[src/rtl/tlc_pkg.sv]
// Shared definitions for the demand-driven traffic light scheduler:
// light codes, phase encoding and default phase durations.
package tlc_pkg;

  localparam logic [3:0] LIGHT_RED    = 4'd1;
  localparam logic [3:0] LIGHT_GREEN  = 4'd2;
  localparam logic [3:0] LIGHT_YELLOW = 4'd4;

  localparam int DEF_MIN_GREEN = 8;
  localparam int DEF_MAX_GREEN = 15;
  localparam int DEF_YELLOW    = 3;
  localparam int DEF_ALL_RED   = 3;
  localparam int DEF_CNT_W     = 4;

  typedef enum logic [2:0] {
    NS_GREEN  = 3'd0,
    NS_YELLOW = 3'd1,
    ALL_RED_A = 3'd2,
    EW_GREEN  = 3'd3,
    EW_YELLOW = 3'd4,
    ALL_RED_B = 3'd5
  } phase_t;

  function automatic logic [3:0] ns_light(input phase_t p);
    logic [3:0] code;
    case (p)
      NS_GREEN:  code = LIGHT_GREEN;
      NS_YELLOW: code = LIGHT_YELLOW;
      default:   code = LIGHT_RED;
    endcase
    return code;
  endfunction

  function automatic logic [3:0] ew_light(input phase_t p);
    logic [3:0] code;
    case (p)
      EW_GREEN:  code = LIGHT_GREEN;
      EW_YELLOW: code = LIGHT_YELLOW;
      default:   code = LIGHT_RED;
    endcase
    return code;
  endfunction

endpackage

[src/rtl/tlc_demand_scheduler_if.sv]
// Demand/light bundle between the scheduler and its detectors/signal heads.
// Preemption signals exist only when TLC_PREEMPT_EN is defined.
interface tlc_demand_scheduler_if;
  logic       ns_req;
  logic       ew_req;
  logic [3:0] north_south;
  logic [3:0] east_west;
  logic [2:0] phase;
  logic       ns_ack;
  logic       ew_ack;
`ifdef TLC_PREEMPT_EN
  logic       preempt_req;
  logic       preempt_dir;
  logic       preempt_active;
`endif

  modport master (
    output ns_req, ew_req,
`ifdef TLC_PREEMPT_EN
    output preempt_req, preempt_dir,
    input  preempt_active,
`endif
    input  north_south, east_west, phase, ns_ack, ew_ack
  );

  modport slave (
    input  ns_req, ew_req,
`ifdef TLC_PREEMPT_EN
    input  preempt_req, preempt_dir,
    output preempt_active,
`endif
    output north_south, east_west, phase, ns_ack, ew_ack
  );
endinterface

[src/rtl/tlc_phase_timer.sv]
// Phase timer: cleared on a phase change, otherwise counts up and
// saturates at SAT so long green rests never wrap.
module tlc_phase_timer #(
  parameter int CNT_W = 4,
  parameter int SAT   = 14
) (
  input  logic             clock,
  input  logic             reset,
  input  logic             clear,
  output logic [CNT_W-1:0] t
);

  logic [CNT_W-1:0] t_reg;

  always_ff @(posedge clock) begin
    if (reset || clear) begin
      t_reg <= '0;
    end else if (t_reg != CNT_W'(SAT)) begin
      t_reg <= t_reg + CNT_W'(1);
    end
  end

  assign t = t_reg;

endmodule

[src/rtl/tlc_demand_scheduler.sv]
// Two-way demand-actuated traffic light scheduler with min/max green.
// Optional emergency preemption is compiled in with TLC_PREEMPT_EN.
module tlc_demand_scheduler
  import tlc_pkg::*;
#(
  parameter int MIN_GREEN = DEF_MIN_GREEN,
  parameter int MAX_GREEN = DEF_MAX_GREEN,
  parameter int YELLOW    = DEF_YELLOW,
  parameter int ALL_RED   = DEF_ALL_RED,
  parameter int CNT_W     = DEF_CNT_W
) (
  input  logic                 clock,
  input  logic                 reset,
  tlc_demand_scheduler_if.slave bus
);

  phase_t           phase_reg, phase_next;
  logic [3:0]       ns_light_reg, ew_light_reg;
  logic             ns_pend_reg, ew_pend_reg;
  logic             ns_ack_reg, ew_ack_reg;
  logic [CNT_W-1:0] t;
  logic             advance;
  logic             demand_ns_leave, demand_ew_leave;
  logic             leave_ns, leave_ew;

  tlc_phase_timer #(
    .CNT_W (CNT_W),
    .SAT   (MAX_GREEN - 1)
  ) u_timer (
    .clock (clock),
    .reset (reset),
    .clear (advance),
    .t     (t)
  );

`ifdef TLC_PREEMPT_EN
  logic preempt_reg;
  logic preempt_ns, preempt_ew;
  assign preempt_ns = bus.preempt_req && !bus.preempt_dir;
  assign preempt_ew = bus.preempt_req &&  bus.preempt_dir;
  assign bus.preempt_active = preempt_reg;
`endif

  // Green yields only to a latched opposite demand; own demand extends up to max.
  always_comb begin
    demand_ns_leave = ew_pend_reg &&
                      ((t >= CNT_W'(MIN_GREEN - 1) && !bus.ns_req) || t >= CNT_W'(MAX_GREEN - 1));
    demand_ew_leave = ns_pend_reg &&
                      ((t >= CNT_W'(MIN_GREEN - 1) && !bus.ew_req) || t >= CNT_W'(MAX_GREEN - 1));
`ifdef TLC_PREEMPT_EN
    leave_ns = preempt_ew || (!preempt_ns && demand_ns_leave);
    leave_ew = preempt_ns || (!preempt_ew && demand_ew_leave);
`else
    leave_ns = demand_ns_leave;
    leave_ew = demand_ew_leave;
`endif
  end

  always_comb begin
    phase_next = phase_reg;
    case (phase_reg)
      NS_GREEN:  if (leave_ns)                       phase_next = NS_YELLOW;
      NS_YELLOW: if (t == CNT_W'(YELLOW - 1))        phase_next = ALL_RED_A;
      ALL_RED_A: if (t == CNT_W'(ALL_RED - 1))       phase_next = EW_GREEN;
      EW_GREEN:  if (leave_ew)                       phase_next = EW_YELLOW;
      EW_YELLOW: if (t == CNT_W'(YELLOW - 1))        phase_next = ALL_RED_B;
      ALL_RED_B: if (t == CNT_W'(ALL_RED - 1))       phase_next = NS_GREEN;
      default:                                       phase_next = ALL_RED_B;
    endcase
  end

  assign advance = (phase_next != phase_reg);

  // Lights and acks are derived from the next phase so they change on the same edge as phase.
  always_ff @(posedge clock) begin
    if (reset) begin
      phase_reg    <= ALL_RED_B;
      ns_light_reg <= LIGHT_RED;
      ew_light_reg <= LIGHT_RED;
      ns_pend_reg  <= 1'b0;
      ew_pend_reg  <= 1'b0;
      ns_ack_reg   <= 1'b0;
      ew_ack_reg   <= 1'b0;
`ifdef TLC_PREEMPT_EN
      preempt_reg  <= 1'b0;
`endif
    end else begin
      phase_reg    <= phase_next;
      ns_light_reg <= ns_light(phase_next);
      ew_light_reg <= ew_light(phase_next);
      ns_pend_reg  <= (phase_reg == NS_GREEN) ? 1'b0 : (ns_pend_reg | bus.ns_req);
      ew_pend_reg  <= (phase_reg == EW_GREEN) ? 1'b0 : (ew_pend_reg | bus.ew_req);
      ns_ack_reg   <= (phase_next == NS_GREEN) && (phase_reg != NS_GREEN) &&
                      (ns_pend_reg | bus.ns_req);
      ew_ack_reg   <= (phase_next == EW_GREEN) && (phase_reg != EW_GREEN) &&
                      (ew_pend_reg | bus.ew_req);
`ifdef TLC_PREEMPT_EN
      preempt_reg  <= bus.preempt_req;
`endif
    end
  end

  assign bus.phase       = phase_reg;
  assign bus.north_south = ns_light_reg;
  assign bus.east_west   = ew_light_reg;
  assign bus.ns_ack      = ns_ack_reg;
  assign bus.ew_ack      = ew_ack_reg;

endmodule
[src/flat_wrapper.sv]
// flat-port wrapper written by rule: the top's interface ports become plain ports
module tlc_demand_scheduler_flat import tlc_pkg::*;
#(
  parameter int MIN_GREEN = DEF_MIN_GREEN,
  parameter int MAX_GREEN = DEF_MAX_GREEN,
  parameter int YELLOW    = DEF_YELLOW,
  parameter int ALL_RED   = DEF_ALL_RED,
  parameter int CNT_W     = DEF_CNT_W
)
  (clock, reset, bus_ns_req, bus_ew_req, bus_north_south, bus_east_west, bus_phase, bus_ns_ack, bus_ew_ack);
  tlc_demand_scheduler_if bus_i ();
  input  logic clock;
  input  logic reset;
  input wire logic [$bits(bus_i.ns_req)-1:0] bus_ns_req;
  input wire logic [$bits(bus_i.ew_req)-1:0] bus_ew_req;
  output wire logic [$bits(bus_i.north_south)-1:0] bus_north_south;
  output wire logic [$bits(bus_i.east_west)-1:0] bus_east_west;
  output wire logic [$bits(bus_i.phase)-1:0] bus_phase;
  output wire logic [$bits(bus_i.ns_ack)-1:0] bus_ns_ack;
  output wire logic [$bits(bus_i.ew_ack)-1:0] bus_ew_ack;
  assign bus_i.ns_req = bus_ns_req;
  assign bus_i.ew_req = bus_ew_req;
  assign bus_north_south = bus_i.north_south;
  assign bus_east_west = bus_i.east_west;
  assign bus_phase = bus_i.phase;
  assign bus_ns_ack = bus_i.ns_ack;
  assign bus_ew_ack = bus_i.ew_ack;
  tlc_demand_scheduler #(.MIN_GREEN(MIN_GREEN), .MAX_GREEN(MAX_GREEN), .YELLOW(YELLOW), .ALL_RED(ALL_RED), .CNT_W(CNT_W)) u_core (.clock(clock), .reset(reset), .bus(bus_i));
endmodule
[config.mk]
export PLATFORM = sky130hd
export DESIGN_NAME = tlc_demand_scheduler_flat
export DESIGN_NICKNAME = d
export VERILOG_FILES = /design/src/rtl/tlc_pkg.sv /design/src/rtl/tlc_demand_scheduler_if.sv /design/src/rtl/tlc_phase_timer.sv /design/src/rtl/tlc_demand_scheduler.sv /design/src/flat_wrapper.sv
export SDC_FILE = /design/constraint.sdc
export NUM_CORES = 1
export LEC_CHECK = 0
export BUFFER_PORTS_ARGS = -buffer_cell sky130_fd_sc_hd__clkbuf_2
export CAP_MARGIN = 10
export CORE_MARGIN = 3
export CORE_UTILIZATION = 25
export CTS_BUF_LIST = sky130_fd_sc_hd__clkbuf_4 sky130_fd_sc_hd__clkbuf_8
export DETAILED_ROUTE_END_ITERATION = 6
export PLACE_DENSITY_LB_ADDON = 0.1
export REMOVE_ABC_BUFFERS = 1
export SYNTH_ARGS = -nofsm -noshare
export SYNTH_HDL_FRONTEND = slang
export SYNTH_SLANG_ARGS = --single-unit
[constraint.sdc]
create_clock -name clock -period 2.45 [get_ports clock]
set_clock_uncertainty 0.15 [all_clocks]
set_input_delay 0.6125 -clock clock [delete_from_list [all_inputs] [get_ports clock]]
set_output_delay 0.6125 -clock clock [all_outputs]
set_load 0.005 [all_outputs]
==> reports/results.txt <==
Critical path's largest stage delay: 0.43 ns
CORE AREA: 3203 um^2
Die width: 65.40 um
Initial antenna violation count: 0
Wire per inst: 12.86 um
Fmax: 440.4 MHz
Final Critical Period: 2.271 ns
Number of global-route vias before repair: 669
CTS H-tree depth: 1
Synth Area in Simple Gates: 0.3234
Hold Slack: 0.4259 ns
Drt first pass iters: 4
Die area: 4277 um^2
RSZ-0062 raised after global routing: false
Routed Antenna Nets: 0
Critical Path Start Type: flop
Power Density: 847.1 nW/um^2
Hold Path Class: flop to flop
CTS buffer count: 3
Post-CTS Setup Inserts: 0
N_diodes: 0
Main combinational cell family by area after synthesis: simple AND/OR/NAND/NOR gates
Synth-to-Final Area Change: 12.77%
Number of I/O port buffers: 14
First-pass GRT wire length: 3.408 mm
Unique masters post-synth: 43
VDD IR max: 380.0 uV
DP HPWL: 1.503 mm
Run status: completed
Clock-pin slew on the worst setup and hold paths: 0.10 ns
Setup TNS: 0 ns
Ys Warns: 0
Crit-path leading delay family: compound AO/OA/AOI/OAI gates
Crit path capture type: flop
Post-CTS sizing: 0
PnR worst setup slack: 0.1791 ns
Share of layout cells above drive strength 1: 0.2500
Area share of fa/ha/maj cells after synthesis: 0.02837
Filler instances: 368
Sequential fraction of the synthesis area: 0.3858
Final Setup Violations: 0
Post-synth top area share: 0.3858
Synth cell count leaders: dfxtp_1, nor2_1, a21oi_1, nand2_1, or3_1
Post-route insts no fill: 152
Crit path kind: flop to flop
Syn Area/Cell: 9.189 um^2
Max reg flops: 4
Reg2Reg Setup Slack: 0.18 ns
Post-synth EDFFs: 0
Register area: 340.3 um^2
Final wirelength: 1.954 mm
Post-synthesis mux area share: 0
Critical Path Fanout Max: 6
Vias: 725
Compound-Gate Fraction of Synth Area: 0.1631
DR vias/cell: 4.770
Pin count of the biggest net entering global routing: 14
CTS sink count: 17
Multi-input gate area: 488.0 um^2
CTS tree: built
Final Net Count: 115
Crit path DAT: 2.35 ns
Inst Count DP: 148
Final cycle utilization of the critical path: 0.9269
Worst skew pair latency: 0.29 ns
CP required: 2.53 ns
Seq cells post-synth: 17
Post-Synthesis Cells: 96
Netlist Area Pre-Place: 882.1 um^2
Clock buffer depth: 2
Worst Path Buf+Inv: 1
Most numerous cell in the Yosys netlist: dfxtp_1
DRC: 0
Top FF cell, synth: dfxtp_1
Max Cap Viol: 0
Gr ovfl total: 0
XOR/XNOR share of the synthesized area: 0.02979
Worst path slowest cell: dfxtp_1
Pleak: 0.3935 nW
First DRT Iteration DRCs: 20
Hold Violations, Final: 0
Max-slew violations: 0
CTS Root Cell: clkbuf_4
Leading area contributor after synthesis: dfxtp_1
Pre-CTS setup slack: 0.1879 ns
Critical path, cell by cell: inv_1 -> ha_1 -> o211a_1 -> o311ai_4 -> nand4_2 -> or3_4 -> a21oi_1
Global placer's final weighted congestion: 0.7740
Gr usage total: 0.1036
Initial Utilization: 0.2754
Ranking of synthesized cells by area: dfxtp_1, nor2_1, a21oi_1
Core Rows: 20
Synth async-reset ratio: 0
Vert. Die Dim: 65.40 um
Hold buffer count at cts: 0
Final core occ: 0.3105
I/O pin cnt: 17
==> per-layer routing <==
metal / vias up / part of all wire / global-route usage
met2: 15 / 0.45 / 0.1606
met4: 0 / 0 / 0.007772
met5: - / 0 / 0
met1: 345 / 0.49 / 0.1445
li1: 365 / - / -
met3: 0 / 0.050 / 0.03590
==> path summary, 6_finish.rpt <==
| kind | end | startpoint | cells after the start |
|---|---|---|---|
| min | u_core.ns_pend_reg | u_core.ns_pend_reg | 2 |
| max reg2reg | u_core.u_timer.t[1] | u_core.u_timer.t[0] | 7 |
| max | u_core.u_timer.t[1] | u_core.u_timer.t[0] | 7 |
| min reg2reg | u_core.ns_pend_reg | u_core.ns_pend_reg | 2 |
==> worst register-to-register path, stage by stage (launching register included) <==
cell and delay, ns:
dfxtp_1 0.43, inv_1 0.07, ha_1 0.26, o211a_1 0.26
o311ai_4 0.30, nand4_2 0.19, or3_4 0.40, a21oi_1 0.16
==> metrics by stage <==
step / power, mW / area [um^2]
floorplan: 0.5822 / 832.0
global placement: 0.6959 / 964.7
detailed placement: 0.6911 / 964.7
CTS: 0.8533 / 994.7
global route: 0.9226 / 994.7
finish: 0.8426 / 994.7
==> cell families after synthesis <==
kind of cell | Yosys count
buffers and inverters | 9
XOR/XNOR | 3
AND/OR/NAND/NOR | 45
AO/OA/AOI/OAI | 19
adder cells (fa/ha/maj) | 2
flip-flops | 17
other | 1
==> report_power, final <==
part,internal (mW),switching [mW],leakage (nW)
sequential,0.333,0.0690,0.139
clock,0.0744,0.0881,0.0184
combinational,0.133,0.145,0.236
==> final cells by class <==
| cell class | instances | area share |
|---|---|---|
| Tap cell | 44 | 0.05535 |
| Multi-Input combinational cell | 71 | 0.4906 |
| Sequential cell | 17 | 0.3421 |
| Timing Repair Buffer | 15 | 0.07799 |
| Inverter | 1 | 0.003774 |
| Clock buffer | 4 | 0.03019 |
==> cell usage in the layout, fill, tap and decap left out, drive strengths merged, types with 2 or more instances in the layout <==
master / netlist / final
nand2b: 2 / 2
xnor2: 2 / 2
dfxtp: 17 / 17
ha: 2 / 2
nor3: 3 / 3
nor3b: 3 / 3
or3: 6 / 6
nand3: 3 / 3
nand3b: 2 / 2
a21oi: 6 / 6
o21ai: 3 / 3
or4: 2 / 2
o22a: 2 / 2
clkbuf: 4 / 18
conb: 1 / 2
nor2: 9 / 9
nand2: 6 / 6
(Power assumes the default switching activity.)
